<file path="config.mk">
export PLATFORM = sky130hd
export DESIGN_NAME = s27_bist
export DESIGN_NICKNAME = d
export VERILOG_FILES = /design/src/rtl/s27_bist.sv
export SDC_FILE = /design/constraint.sdc
export NUM_CORES = 1
export LEC_CHECK = 0
export BUFFER_PORTS_ARGS = -buffer_cell sky130_fd_sc_hd__buf_4
export CORE_MARGIN = 3
export CORE_UTILIZATION = 30
export CTS_BUF_LIST = sky130_fd_sc_hd__clkbuf_4
export DETAILED_ROUTE_END_ITERATION = 6
export SYNTH_ARGS = -nofsm -noshare
export SYNTH_HDL_FRONTEND = slang
export SYNTH_SLANG_ARGS = --single-unit
</file>
<file path="constraint.sdc">
create_clock -name CK -period 3.6 [get_ports CK]
set_input_delay 0.18 -clock CK [delete_from_list [all_inputs] [get_ports CK]]
set_output_delay 0.18 -clock CK [all_outputs]
set_load 0.03 [all_outputs]
</file>
<file path="src/rtl/s27_bist.sv">
// rtl/s27_bist.sv - BIST driver for the s27 core: LFSR stimulus on G0-G3, MISR compaction of G17.
module s27_bist #(
  parameter int               PATTERNS = 15,
  parameter int               INIT_CYC = 3,
  parameter logic [3:0]       INIT_VEC = 4'b0000,
  parameter logic [3:0]       SEED     = 4'b0001,
  parameter int               SIG_W    = 8,
  parameter logic [SIG_W-1:0] TAPS     = SIG_W'(8'hB8),
  parameter logic [SIG_W-1:0] GOLDEN   = '0
) (
  input  logic             CK,
  input  logic             RST,
  input  logic             START,
  input  logic             G17,
  output logic             G0,
  output logic             G1,
  output logic             G2,
  output logic             G3,
  output logic             BUSY,
  output logic             DONE,
  output logic [SIG_W-1:0] SIGNATURE,
  output logic             PASS
);

  typedef enum logic [1:0] {ST_IDLE, ST_INIT, ST_RUN, ST_DONE} state_t;

  localparam int MAXC = (PATTERNS > INIT_CYC) ? PATTERNS : INIT_CYC;
  localparam int CW   = $clog2(MAXC + 1);
  localparam logic [CW-1:0] INIT_LAST = CW'((INIT_CYC > 0) ? INIT_CYC - 1 : 0);
  localparam logic [CW-1:0] RUN_LAST  = CW'(PATTERNS - 1);

  state_t          state;
  logic [3:0]      lfsr;
  logic [CW-1:0]   cnt;
  logic [3:0]      lfsr_next;
  logic [SIG_W-1:0] sig_next;

  // x^4+x^3+1 stepping and MISR compaction of the current response
  assign lfsr_next = {lfsr[2:0], lfsr[3] ^ lfsr[0]};
  assign sig_next  = {SIGNATURE[SIG_W-2:0], (^(SIGNATURE & TAPS)) ^ G17};

  always_ff @(posedge CK or posedge RST) begin
    if (RST) begin
      state            <= ST_IDLE;
      {G3, G2, G1, G0} <= 4'b0000;
      BUSY             <= 1'b0;
      DONE             <= 1'b0;
      SIGNATURE        <= '0;
      PASS             <= 1'b0;
      lfsr             <= SEED;
      cnt              <= '0;
    end else begin
      DONE <= 1'b0;
      case (state)
        ST_IDLE: begin
          if (START) begin
            SIGNATURE <= '0;
            PASS      <= 1'b0;
            cnt       <= '0;
            BUSY      <= 1'b1;
            if (INIT_CYC == 0) begin
              state            <= ST_RUN;
              {G3, G2, G1, G0} <= lfsr;
            end else begin
              state            <= ST_INIT;
              {G3, G2, G1, G0} <= INIT_VEC;
            end
          end
        end
        ST_INIT: begin
          if (cnt == INIT_LAST) begin
            cnt              <= '0;
            state            <= ST_RUN;
            {G3, G2, G1, G0} <= lfsr;
          end else begin
            cnt <= cnt + 1'b1;
          end
        end
        ST_RUN: begin
          SIGNATURE <= sig_next;
          lfsr      <= lfsr_next;
          // G is registered, so it is loaded with the pattern for the coming cycle
          if (cnt == RUN_LAST) begin
            state            <= ST_DONE;
            {G3, G2, G1, G0} <= 4'b0000;
            BUSY             <= 1'b0;
            DONE             <= 1'b1;
            PASS             <= (sig_next == GOLDEN);
            cnt              <= '0;
          end else begin
            cnt              <= cnt + 1'b1;
            {G3, G2, G1, G0} <= lfsr_next;
          end
        end
        ST_DONE: begin
          state <= ST_IDLE;
          lfsr  <= SEED;
        end
        default: state <= ST_IDLE;
      endcase
    end
  end

endmodule

</file>
==> impl_summary.log, run 1 <==
INFO  metric synthDistinctLibCells = 34
INFO  metric final_worst_setup_slack = 1.543 ns
INFO  metric synth.yosys.warnings = 0
INFO  metric buffer_ports.inserted = 18
INFO  metric wire_per_inst = between 10 and 15 um
INFO  metric arrival = 2.29 ns
INFO  metric post-synth-top-count-cell = sky130_fd_sc_hd__dfrtp_1
INFO  metric die_width = 70.03 um
INFO  metric report.power.total = 0.001244 W
INFO  metric post_synth_main_area_contributors = sky130_fd_sc_hd__dfrtp_1 (49%), sky130_fd_sc_hd__ha_1 (7.1%), sky130_fd_sc_hd__a22o_1 (5.7%)
INFO  metric detail_route.iter0.violations = 54
INFO  metric critical_path.endpoint_type = flop
INFO  metric max-clock-path-buffers = 2
INFO  metric first_global_vias = around 900
INFO  metric route.final.wire_length = 2479 um
INFO  metric num-nets-final = 145
INFO  metric clock_pin_slew_on_the_worst_setup_and_hold_paths = around 0.14 ns
INFO  metric ratio_of_total_power_to_cell_area = roughly 860 nW/um^2
INFO  metric globalRoute.totalOverflow = 0
INFO  metric gpl.final_weighted_congestion = 0.8212
INFO  metric layout.cell_area.non_filler = approximately 1500 sq um
INFO  metric die_height = 70.03 um
INFO  metric cp_max_fo = 15
INFO  metric required = 3.83 ns
INFO  metric pin_count_of_the_biggest_net_entering_global_routing = 26
INFO  metric ioPinCount = 19
INFO  metric hpwl = 1796 um
INFO  metric async_flop_share = 100.0%
INFO  metric route.antenna.remaining_nets = 0
INFO  metric synth_common_cells = sky130_fd_sc_hd__dfrtp_1 (24), sky130_fd_sc_hd__a22o_1 (8), sky130_fd_sc_hd__nand2_1 (8)
INFO  metric fp.dieArea = 4904 sq um
INFO  metric global_route_wire_length_before_repair = 4181 um
INFO  metric netlist.area_leader.share = 48.83%
INFO  metric cap_violations = 0
INFO  metric min_period_over_period = 57.14%
INFO  metric areaGrowthSynthToFinish = 18.01%
INFO  metric clk-insertion-delay-late = roughly 0.33 ns
INFO  metric reg2reg_slack = between 1.5 and 2 ns
INFO  metric grtUsageTotal = between 10% and 20%
INFO  metric timing.final.max_slew_violations = 0
INFO  metric clk_root_buffer_cell = sky130_fd_sc_hd__clkbuf_4
INFO  metric drc = 0
INFO  metric setup-violations-final = 0
INFO  metric numCtsBuffers = 3
INFO  metric place_ws = 1.574 ns
INFO  metric initial_core_util = 32.38%
INFO  metric synthesis.area_per_instance = about 11 sq um
INFO  metric max_slew_margin = 38.54%
INFO  metric post_drt_via_cell_ratio = a little over 5
INFO  metric slew_at_the_pin_closest_to_its_max_slew_limit = 0.9209 ns
INFO  metric htree_num_levels = 1
INFO  metric postSynthCellCount = 112
INFO  metric antenna_violations_before_repair = 0
INFO  metric min-delay-path-class = in -> async
INFO  metric hold_ws = between 0.03 and 0.04 ns
INFO  metric total_leakage_power = 0.6864 nW
INFO  metric via_count = 924
INFO  metric fin_setup_tns = 0 ns
INFO  metric outcome = finished, final reports clean
INFO  metric timing_worst_setup_path_type = reg -> reg
INFO  metric total_clock_sinks = 25
INFO  metric cts.hold.buffers_added = 0
INFO  metric post_route_cells_drive_above_1_share = 18.80%
INFO  metric post_syn_nets = 123
INFO  metric post_cts_resize_count = 0
INFO  metric unrepaired_setup_endpoints_after_global_routing = false
INFO  metric syn-cell-area = about 1200 sq um
INFO  metric synth.ff_latch_count = 25
INFO  metric vdd_ir_drop_max = 352.3 uV
INFO  metric place_area = 1421 sq um
INFO  metric drt_pre_antenna_iters = 4
INFO  metric tritoncts = done
INFO  metric core.rowCount = 22
INFO  metric start_kind = flop
INFO  metric synth_top_cell_by_area = sky130_fd_sc_hd__dfrtp_1
INFO  metric placeableCoreArea = about 3800 sq um
INFO  metric num_antenna_cells = 0
INFO  metric fmax = 486.2 MHz
INFO  metric synth_enable_flop_cells = 0
INFO  metric fin_skew = 0.01337 ns
INFO  metric period_minus_slack = 2.057 ns
INFO  metric hold_violations = 0
INFO  metric post_cts.repair.setup_buffers = 0
INFO  metric synth-seq-area-share = 50.97%
INFO  metric postSynth.topFlopCell = sky130_fd_sc_hd__dfrtp_1
-- metrics by stage --
stage,util [%],cells
after CTS,38.21,181
after detailed placement,37.42,177
after global placement,37.42,177
after global routing,38.21,181
after floorplan,-,112
final,38.21,181
-- cells by family after synthesis --
family | Yosys count | synth area share, %
buf+inv | 8 | 2.442
compound gates | 32 | 19.02
xor+xnor | 5 | 3.561
simple gates | 30 | 12.72
fa+ha+maj | 7 | 7.121
mux | 5 | 4.171
flops | 25 | 50.97
-- sequential cells by signal, indices dropped and copies added, names as in the netlist --
register	cells
cnt	4
state	2
PASS	1
SIGNATURE	8
BUSY	1
G1	1
G0	1
lfsr	4
DONE	1
G3	1
G2	1
-- power by group --
group	switching [W]	internal (W)	leakage, nW	total (W)
combinational	0.000397	0.000260	0.345	0.000656
sequential	0.0000892	0.000369	0.327	0.000458
clock	0.0000862	0.0000426	0.0139	0.000129
total	0.000572	0.000672	0.686	0.00124
-- cell usage in the layout, fill, tap and decap left out, types with 2 or more instances in the layout --
master	instances
sky130_fd_sc_hd__buf_4	18
sky130_fd_sc_hd__o21ai_1	4
sky130_fd_sc_hd__dfrtp_1	24
sky130_fd_sc_hd__nand3_1	3
sky130_fd_sc_hd__o21ai_0	2
sky130_fd_sc_hd__a21oi_1	5
sky130_fd_sc_hd__a32oi_1	4
sky130_fd_sc_hd__nor4_1	2
sky130_fd_sc_hd__clkbuf_4	3
sky130_fd_sc_hd__mux2i_1	4
sky130_fd_sc_hd__xor2_1	3
sky130_fd_sc_hd__xnor2_1	2
sky130_fd_sc_hd__a22o_1	8
sky130_fd_sc_hd__inv_1	7
sky130_fd_sc_hd__nor4b_1	2
sky130_fd_sc_hd__nand2_1	8
sky130_fd_sc_hd__nand2b_1	2
sky130_fd_sc_hd__o31ai_1	3
sky130_fd_sc_hd__nor2_1	6
sky130_fd_sc_hd__ha_1	7
-- worst paths after layout --
check	startpoint	end	depth (start not counted)
setup / recovery	state[0]$_DFFE_PP0P_	PASS$_DFFE_PP0P_	5
hold / removal	RST	G1$_DFFE_PP0P_	2
setup reg to reg	state[0]$_DFFE_PP0P_	PASS$_DFFE_PP0P_	5
hold reg to reg	G1$_DFFE_PP0P_	G1$_DFFE_PP0P_	2
max in group asynchronous	RST	cnt[3]$_DFFE_PP0P_	2
min in group CK	START	BUSY$_DFFE_PP0P_	3
-- layout make-up --
cell class,instances,area [sq um]
repair buffers,18,135.1
clock buffers,3,22.52
inverters,7,26.28
well taps,48,60.06
fillers,374,2347
flip-flops and latches,25,626.9
multi-input cells,79,573.1
clock inverters,1,7.507
-- metal layers --
metal / up-vias / track usage [%] / routed length, um
met5: - / 0 / 0
li1: 452 / - / -
met1: 448 / 13.75 / 1191
met2: 22 / 16.05 / 1142
met3: 2 / 3.885 / 111
met4: 0 / 5.106 / 34
-- worst max-delay path: stages (launching register included) --
cell                      delay [ns]
sky130_fd_sc_hd__dfrtp_1        0.45
sky130_fd_sc_hd__inv_1          0.10
sky130_fd_sc_hd__ha_1           0.50
sky130_fd_sc_hd__o21ai_1        0.34
sky130_fd_sc_hd__a21oi_1        0.23
sky130_fd_sc_hd__mux2_1         0.34
(Power assumes the default switching activity.)
==> run 2, diff against run 1 <==
Clock period 3.6 ns to 1.7 ns, I/O delays scaled along.
==> run 2 against run 1 <==
Against the previous run:
- the flow now finishes with violations (negative setup slack)
- hold slack better by 0.055 ns
- total power increased by 140%
- non-clock buffer count is 17 higher
- largest power group unchanged
- sequential share of layout area decreased by 4.6 points
- first-iteration DRC count is 7.4% higher
- sequential power rose by 100%
- count of clock-buffer cells in the layout grew 1
- highest routed layer unchanged
- design area increased by 12%
- final cell count increased by 9.4%
- wire length up 9.0%
==> impl_summary.log, run 2 (synthesized netlist as in run 1, its figures left out) <==
INFO  metric outcome = complete, but fails checks
INFO  metric failed_checks = negative setup slack
INFO  metric gpl.final_weighted_congestion = 0.7932 (-3.4%)
INFO  metric fp.dieArea = 4904 sq um (unchanged)
INFO  metric timing.critical_path.slowest_stage_cell = sky130_fd_sc_hd__dfrtp_1
INFO  metric max_flop_register = SIGNATURE
INFO  metric timing.critical_path.slowest_cell_delay = 0.40 ns (-0.10 ns)
INFO  metric pin_count_of_the_biggest_net_entering_global_routing = 26 (unchanged)
INFO  metric unrepaired_setup_endpoints_after_global_routing = true
INFO  metric total_switching_power = 0.001320 W (+130%)
INFO  metric cap_violations = 0 (unchanged)
INFO  metric grt.busiest_layer = met2
INFO  metric wire_per_inst = 13.65 um (-0.33%)
INFO  metric arrival = 1.98 ns (-0.31 ns)
INFO  metric timing.final.max_slew_violations = 0 (unchanged)
INFO  metric post_drt_via_cell_ratio = 4.955 (-2.9%)
INFO  metric mostFrequentLayoutCells = sky130_fd_sc_hd__buf_4 (34), sky130_fd_sc_hd__dfrtp_1 (24), sky130_fd_sc_hd__a22o_1 (8), sky130_fd_sc_hd__nand2_1 (8)
INFO  metric grt_use_met1 = 15.78% (+2.0 points)
INFO  metric globalRoute.totalOverflow = 0 (unchanged)
INFO  metric tritoncts = done
INFO  metric crit_path_cell_trace = inv_1 -> ha_1 -> or3b_4 -> a211o_1 -> or2_1 -> o21ai_1
INFO  metric cp_max_fo = 3 (-12)
INFO  metric path_buf_inv = 1 (unchanged)
INFO  metric global_route_wire_length_before_repair = 4643 um (+11%)
INFO  metric total_clock_sinks = 25 (unchanged)
INFO  metric die_width = 70.03 um (unchanged)
INFO  metric buffer_ports.inserted = 18 (unchanged)
INFO  metric hpwl = 2009 um (+12%)
INFO  metric min_period_over_period = 102.0% (+45 points)
INFO  metric power_report.internal_total = 0.001685 W (+150%)
INFO  metric met3_usage = 2.302% (-1.6 points)
INFO  metric clock_pin_slew_on_the_worst_setup_and_hold_paths = 0.13 ns (about the same)
INFO  metric setup-violations-final = 3 (+3)
INFO  metric clk_root_buffer_cell = sky130_fd_sc_hd__clkbuf_4
INFO  metric total_leakage_power = 0.7898 nW (+15%)
INFO  metric drc = 0 (unchanged)
INFO  metric p_seq_share = 31.2% (-5.7 points)
INFO  metric vdd_ir_drop_max = 537.0 uV (+52%)
INFO  metric numCtsBuffers = 3 (unchanged)
INFO  metric first_global_vias = 1012 (+13%)
INFO  metric max-clock-path-buffers = 2 (unchanged)
INFO  metric layout_commonest_cell = sky130_fd_sc_hd__buf_4
INFO  metric max_slew_margin = 78.37% (+40 points)
INFO  metric die_height = 70.03 um (unchanged)
INFO  metric min-delay-path-class = in -> reg
INFO  metric reg.largest.list = SIGNATURE: 8 flops, cnt: 4 flops, lfsr: 4 flops
INFO  metric switching_share = 43.92% (-2.1 points)
INFO  metric post_route_cells_drive_above_1_share = 32.67% (+14 points)
INFO  metric ioPinCount = 19 (unchanged)
INFO  metric worst_path_dominant_cell_family = simple AND/OR/NAND/NOR gates
INFO  metric clock_power_share = 9.1% (-1.3 points)
INFO  metric fin_skew = 0.002861 ns (-0.01051 ns)
INFO  metric antenna_violations_before_repair = 0 (unchanged)
INFO  metric hold_violations = 0 (unchanged)
INFO  metric detail_route.iter0.violations = 58 (+7.4%)
INFO  metric clk-insertion-delay-late = 0.31 ns (-0.02 ns)
INFO  metric critical_path.endpoint_type = flop
INFO  metric pwr-share-comb = 59.7% (+6.9 points)
INFO  metric final_worst_setup_slack = -0.03451 ns (-1.578 ns)
INFO  metric period_minus_slack = 1.735 ns (-0.3224 ns)
INFO  metric num_antenna_cells = 0 (unchanged)
INFO  metric placeableCoreArea = 3799 sq um (unchanged)
INFO  metric slew_at_the_pin_closest_to_its_max_slew_limit = 0.3244 ns (-0.5966 ns)
INFO  metric hold_ws = 0.08689 ns (+0.05520 ns)
INFO  metric fmax = 576.5 MHz (+19%)
INFO  metric route.final.wire_length = 2703 um (+9.0%)
INFO  metric place_ws = -0.03688 ns (-1.611 ns)
INFO  metric ratio_of_total_power_to_cell_area = 1849 nW/um^2 (+120%)
INFO  metric initial_core_util = 32.38% (unchanged)
INFO  metric grtUsageTotal = 11.71% (+0.95 points)
INFO  metric grt_util_met2 = 18.15% (+2.1 points)
INFO  metric core.rowCount = 22 (unchanged)
INFO  metric route.antenna.remaining_nets = 0 (unchanged)
INFO  metric start_kind = flop
INFO  metric num-nets-final = 162 (+12%)
INFO  metric timing_worst_setup_path_type = reg -> reg
INFO  metric largest_register_ff_count = 8 (unchanged)
INFO  metric htree_num_levels = 1 (unchanged)
INFO  metric drt_pre_antenna_iters = 4 (unchanged)
INFO  metric areaGrowthSynthToFinish = 32.15%
INFO  metric required = 1.95 ns (-1.88 ns)
INFO  metric via_count = 981 (+6.2%)
[run 2: final timing paths]
path / slack (ns) / start / endpoint / cells after the start
worst max-delay path: -0.03 / cnt[0]$_DFFE_PP0P_ / G0$_DFFE_PP0P_ / 6
worst max register to register: -0.03 / cnt[0]$_DFFE_PP0P_ / G0$_DFFE_PP0P_ / 6
worst min-delay path: 0.09 / START / BUSY$_DFFE_PP0P_ / 3
worst min register to register: 0.51 / PASS$_DFFE_PP0P_ / PASS$_DFFE_PP0P_ / 1
max in group asynchronous: 1.05 / RST / lfsr[0]$_DFFE_PP1P_ / 4
min in group asynchronous: 0.36 / RST / DONE$_DFF_PP0_ / 4
[run 2: final cells by class]
type | count | area [sq um]
sequential | 25 | 626.9
multi-input combinational | 79 | 616.8
clock buffer | 4 | 30.03
tap | 48 | 60.06
timing repair buffer | 35 | 265.3
fill | 374 | 2173
inverter | 7 | 26.28
[run 2: tightest hold or removal path: stages]
cell	delay [ns]
sky130_fd_sc_hd__buf_4	0.09
sky130_fd_sc_hd__a21oi_1	0.05
sky130_fd_sc_hd__o21ai_0	0.14
[run 2: what timing repair did]
| item | 4_1_cts | 5_1_grt |
|---|---|---|
| pin swaps | 1 | 0 |
| setup buffers | 0 | 1 |
| hold buffers | 1 | 0 |
| resized for setup | 4 | 7 |
| hold endpoints to repair | 24 | 0 |
| setup endpoints to repair | 6 | 19 |
[run 2: layer usage]
layer / routed length [um] / vias to the layer above
met1: 1279 / 474
li1: - / 488
met5: 0 / -
met3: 86 / 4
met4: 38 / 0
met2: 1300 / 15
[run 2: per-stage QoR]
step | power, W | area [sq um] | instances | util, % | setup TNS, ns
2_1_floorplan | 0.001982 | 1230 | 112 | - | 0
3_3_place_gp | 0.002567 | 1534 | 192 | 40.38 | 0
3_5_place_dp | 0.002615 | 1534 | 192 | 40.38 | -0.08347
4_1_cts | 0.002940 | 1585 | 197 | 41.73 | -0.1022
5_1_grt | 0.003238 | 1625 | 198 | 42.79 | -0.3304
6_report | 0.003005 | 1625 | 198 | 42.79 | -0.08916
[run 2: power groups by stage]
stage	combinational [W]	sequential [W]	clock, W
floorplan	0.000853	0.00113	0
global placement	0.00163	0.000940	0
detailed placement	0.00166	0.000952	0
CTS	0.00171	0.000938	0.000294
global route	0.00196	0.000963	0.000317
finish	0.00179	0.000938	0.000274
==> run 3, diff against run 2 <==
Settings changed: CTS_BUF_LIST sky130_fd_sc_hd__clkbuf_4 to sky130_fd_sc_hd__clkbuf_8, SKIP_LAST_GASP set to 1.
==> run 3 against run 2 <==
Against the previous run:
- the flow still finishes with violations (negative setup slack)
- hold slack better by 0.064 ns
- final cell count stayed put
- via count is 0.10% lower
- largest cell class unchanged
==> impl_summary.log, run 3 (synthesized netlist as in run 1, its figures left out) <==
INFO  metric place_ws = -0.03688 ns (unchanged)
INFO  metric vdd_ir_drop_max = 513.7 uV (-4.3%)
INFO  metric critical_path_depth = 6 (unchanged)
INFO  metric reg.largest.list = SIGNATURE: 8 flops, cnt: 4 flops, lfsr: 4 flops
INFO  metric layout.cell_area.non_filler = 1640 sq um (+0.92%)
INFO  metric wire_per_inst = 13.53 um (-0.89%)
INFO  metric setup-violations-final = 3 (unchanged)
INFO  metric core.rowCount = 22 (unchanged)
INFO  metric final_worst_setup_slack = -0.02493 ns (+0.009583 ns)
INFO  metric unrepaired_setup_endpoints_after_global_routing = true
INFO  metric ioPinCount = 19 (unchanged)
INFO  metric largest_register_ff_count = 8 (unchanged)
INFO  metric total_leakage_power = 0.7983 nW (+1.1%)
INFO  metric post_route_cells_drive_above_1_share = 32.00% (-0.67 points)
INFO  metric pin_count_of_the_biggest_net_entering_global_routing = 26 (unchanged)
INFO  metric reg2reg_slack = -0.02 ns (about the same)
INFO  metric buffer_ports.inserted = 18 (unchanged)
INFO  metric timing.final.max_slew_violations = 0 (unchanged)
INFO  metric clk-insertion-delay-late = 0.26 ns (-0.05 ns)
INFO  metric place_area = 1534 sq um (unchanged)
INFO  metric cp_max_fo = 3 (unchanged)
INFO  metric grtUsageTotal = 11.50% (-0.21 points)
INFO  metric die_width = 70.03 um (unchanged)
INFO  metric layout_commonest_cell = sky130_fd_sc_hd__buf_4
INFO  metric antenna_violations_before_repair = 0 (unchanged)
INFO  metric timing.critical_path.slowest_stage_cell = sky130_fd_sc_hd__dfrtp_1
INFO  metric slew_at_the_pin_closest_to_its_max_slew_limit = 0.3316 ns (+0.007216 ns)
INFO  metric rr_startpoint = cnt[0]$_DFFE_PP0P_
INFO  metric num-nets-final = 162 (unchanged)
INFO  metric total_clock_sinks = 25 (unchanged)
INFO  metric globalRoute.totalOverflow = 0 (unchanged)
INFO  metric min_period_over_period = 101.5% (-0.56 points)
INFO  metric numCtsBuffers = 3 (unchanged)
INFO  metric hold_violations = 0 (unchanged)
INFO  metric path_buf_inv = 2 (+1)
INFO  metric route.final.wire_length = 2679 um (-0.89%)
INFO  metric max_slew_margin = 77.87% (-0.50 points)
INFO  metric r2r.worst_path.cells = 6 (unchanged)
INFO  metric outcome = complete, but fails checks
INFO  metric global_route_wire_length_before_repair = 4623 um (-0.43%)
INFO  metric clock_pin_slew_on_the_worst_setup_and_hold_paths = 0.08 ns (-0.05 ns)
INFO  metric start_kind = flop
INFO  metric ratio_of_total_power_to_cell_area = 1866 nW/um^2 (+0.95%)
INFO  metric route.antenna.remaining_nets = 0 (unchanged)
INFO  metric post_drt_via_cell_ratio = 4.949 (-0.10%)
INFO  metric crit_path_cell_trace = inv_1 -> ha_1 -> or3b_4 -> a211o_1 -> buf_4 -> o31ai_2
INFO  metric drt_pre_antenna_iters = 4 (unchanged)
INFO  metric fin_setup_tns = -0.06060 ns (+0.02856 ns)
INFO  metric num_antenna_cells = 0 (unchanged)
INFO  metric via_count = 980 (-0.10%)
INFO  metric arrival = 1.89 ns (-0.09 ns)
INFO  metric worstHoldEndpoint = BUSY$_DFFE_PP0P_
INFO  metric fmax = 579.7 MHz (+0.56%)
INFO  metric critical_path.endpoint_type = flop
INFO  metric fin_skew = 0.002278 ns (-0.0005831 ns)
INFO  metric max_flop_register = SIGNATURE
INFO  metric areaGrowthSynthToFinish = 33.37%
INFO  metric mostFrequentLayoutCells = sky130_fd_sc_hd__buf_4 (34), sky130_fd_sc_hd__dfrtp_1 (24), sky130_fd_sc_hd__inv_1 (8), sky130_fd_sc_hd__a22o_1 (8), sky130_fd_sc_hd__nand2_1 (8)
INFO  metric hold_path.startpoint = START
INFO  metric max-clock-path-buffers = 2 (unchanged)
INFO  metric detail_route.iter0.violations = 68 (+17%)
INFO  metric timing_worst_setup_path_type = reg -> reg
INFO  metric hold_ws = 0.1509 ns (+0.06398 ns)
INFO  metric cap_violations = 0 (unchanged)
INFO  metric timing.critical_path.slowest_cell_delay = 0.38 ns (-0.02 ns)
INFO  metric fp.dieArea = 4904 sq um (unchanged)
INFO  metric hpwl = 2009 um (unchanged)
INFO  metric tritoncts = done
INFO  metric finish.utilization = 43.18% (+0.40 points)
INFO  metric failed_checks = negative setup slack
INFO  metric worst_hold_path.num_cells = 3 (unchanged)
INFO  metric reg2reg_to = G1$_DFFE_PP0P_
INFO  metric clk_root_buffer_cell = sky130_fd_sc_hd__clkbuf_8
INFO  metric drc = 0 (unchanged)
INFO  metric required = 1.87 ns (-0.08 ns)
INFO  metric gpl.final_weighted_congestion = 0.7932 (unchanged)
INFO  metric placeableCoreArea = 3799 sq um (unchanged)
INFO  metric die_height = 70.03 um (unchanged)
INFO  metric first_global_vias = 1003 (-0.89%)
INFO  metric worst_path_dominant_cell_family = compound AO/OA/AOI/OAI gates
INFO  metric period_minus_slack = 1.725 ns (-0.009583 ns)
INFO  metric min-delay-path-class = in -> reg
INFO  metric initial_core_util = 32.38% (unchanged)
INFO  metric htree_num_levels = 1 (unchanged)
## run 3: changes by cell type in the layout (fill, tap and decap cells not counted), sizes merged
cell	previous run	this run
clkbuf	4	3
inv	7	8
## run 3: final cells by class
| cell class | instances | area (sq um) |
|---|---|---|
| fillers | 377 | 2158 |
| flip-flops and latches | 25 | 626.9 |
| multi-input cells | 79 | 616.8 |
| repair buffers | 35 | 265.3 |
| well taps | 48 | 60.06 |
| clock buffers | 3 | 41.29 |
| inverters | 7 | 26.28 |
| clock inverters | 1 | 3.754 |
## run 3: worst max path at each step
stage | start | endpoint | slack, ns
2_1_floorplan | cnt[0]$_DFFE_PP0P_ | G0$_DFFE_PP0P_ | 0.007
3_3_place_gp | cnt[0]$_DFFE_PP0P_ | G0$_DFFE_PP0P_ | 0.05
3_5_place_dp | cnt[0]$_DFFE_PP0P_ | state[1]$_DFFE_PP0P_ | -0.04
4_1_cts | cnt[0]$_DFFE_PP0P_ | G0$_DFFE_PP0P_ | -0.03
5_1_grt | cnt[0]$_DFFE_PP0P_ | G0$_DFFE_PP0P_ | -0.09
6_report | cnt[0]$_DFFE_PP0P_ | G1$_DFFE_PP0P_ | -0.02
## run 3: worst min-delay path: stages
cell,delay (ns)
sky130_fd_sc_hd__buf_4,0.09
sky130_fd_sc_hd__a21oi_1,0.05
sky130_fd_sc_hd__o21ai_0,0.14
## run 3: where the power goes
part / internal (W) / switching [W]
Sequential: 0.000783 / 0.000156
Combinational: 0.000796 / 0.000998
Clock: 0.000161 / 0.000167
## run 3: what timing repair did
item	CTS	global route
buffers inserted	0	1
hold buffers	1	0
endpoints found under the hold margin	24	0
pin swaps	1	0
cloned	0	0
resized for setup	4	7
endpoints found under the setup margin	6	17
## run 3: layer usage
metal | vias up | global-route usage [%] | part of all wire, %
met5 | - | 0 | 0
met3 | 4 | 2.734 | 3.5
met2 | 17 | 18.15 | 48
met4 | 0 | 3.191 | 1.0
li1 | 490 | - | -
met1 | 469 | 15.69 | 48
## run 3: stage by stage
| step | power [W] | instances |
|---|---|---|
| finish | 0.003061 | 198 |
| global route | 0.003299 | 198 |
| CTS | 0.002993 | 197 |
| floorplan | 0.001982 | 112 |
| detailed placement | 0.002615 | 192 |
| global placement | 0.002567 | 192 |
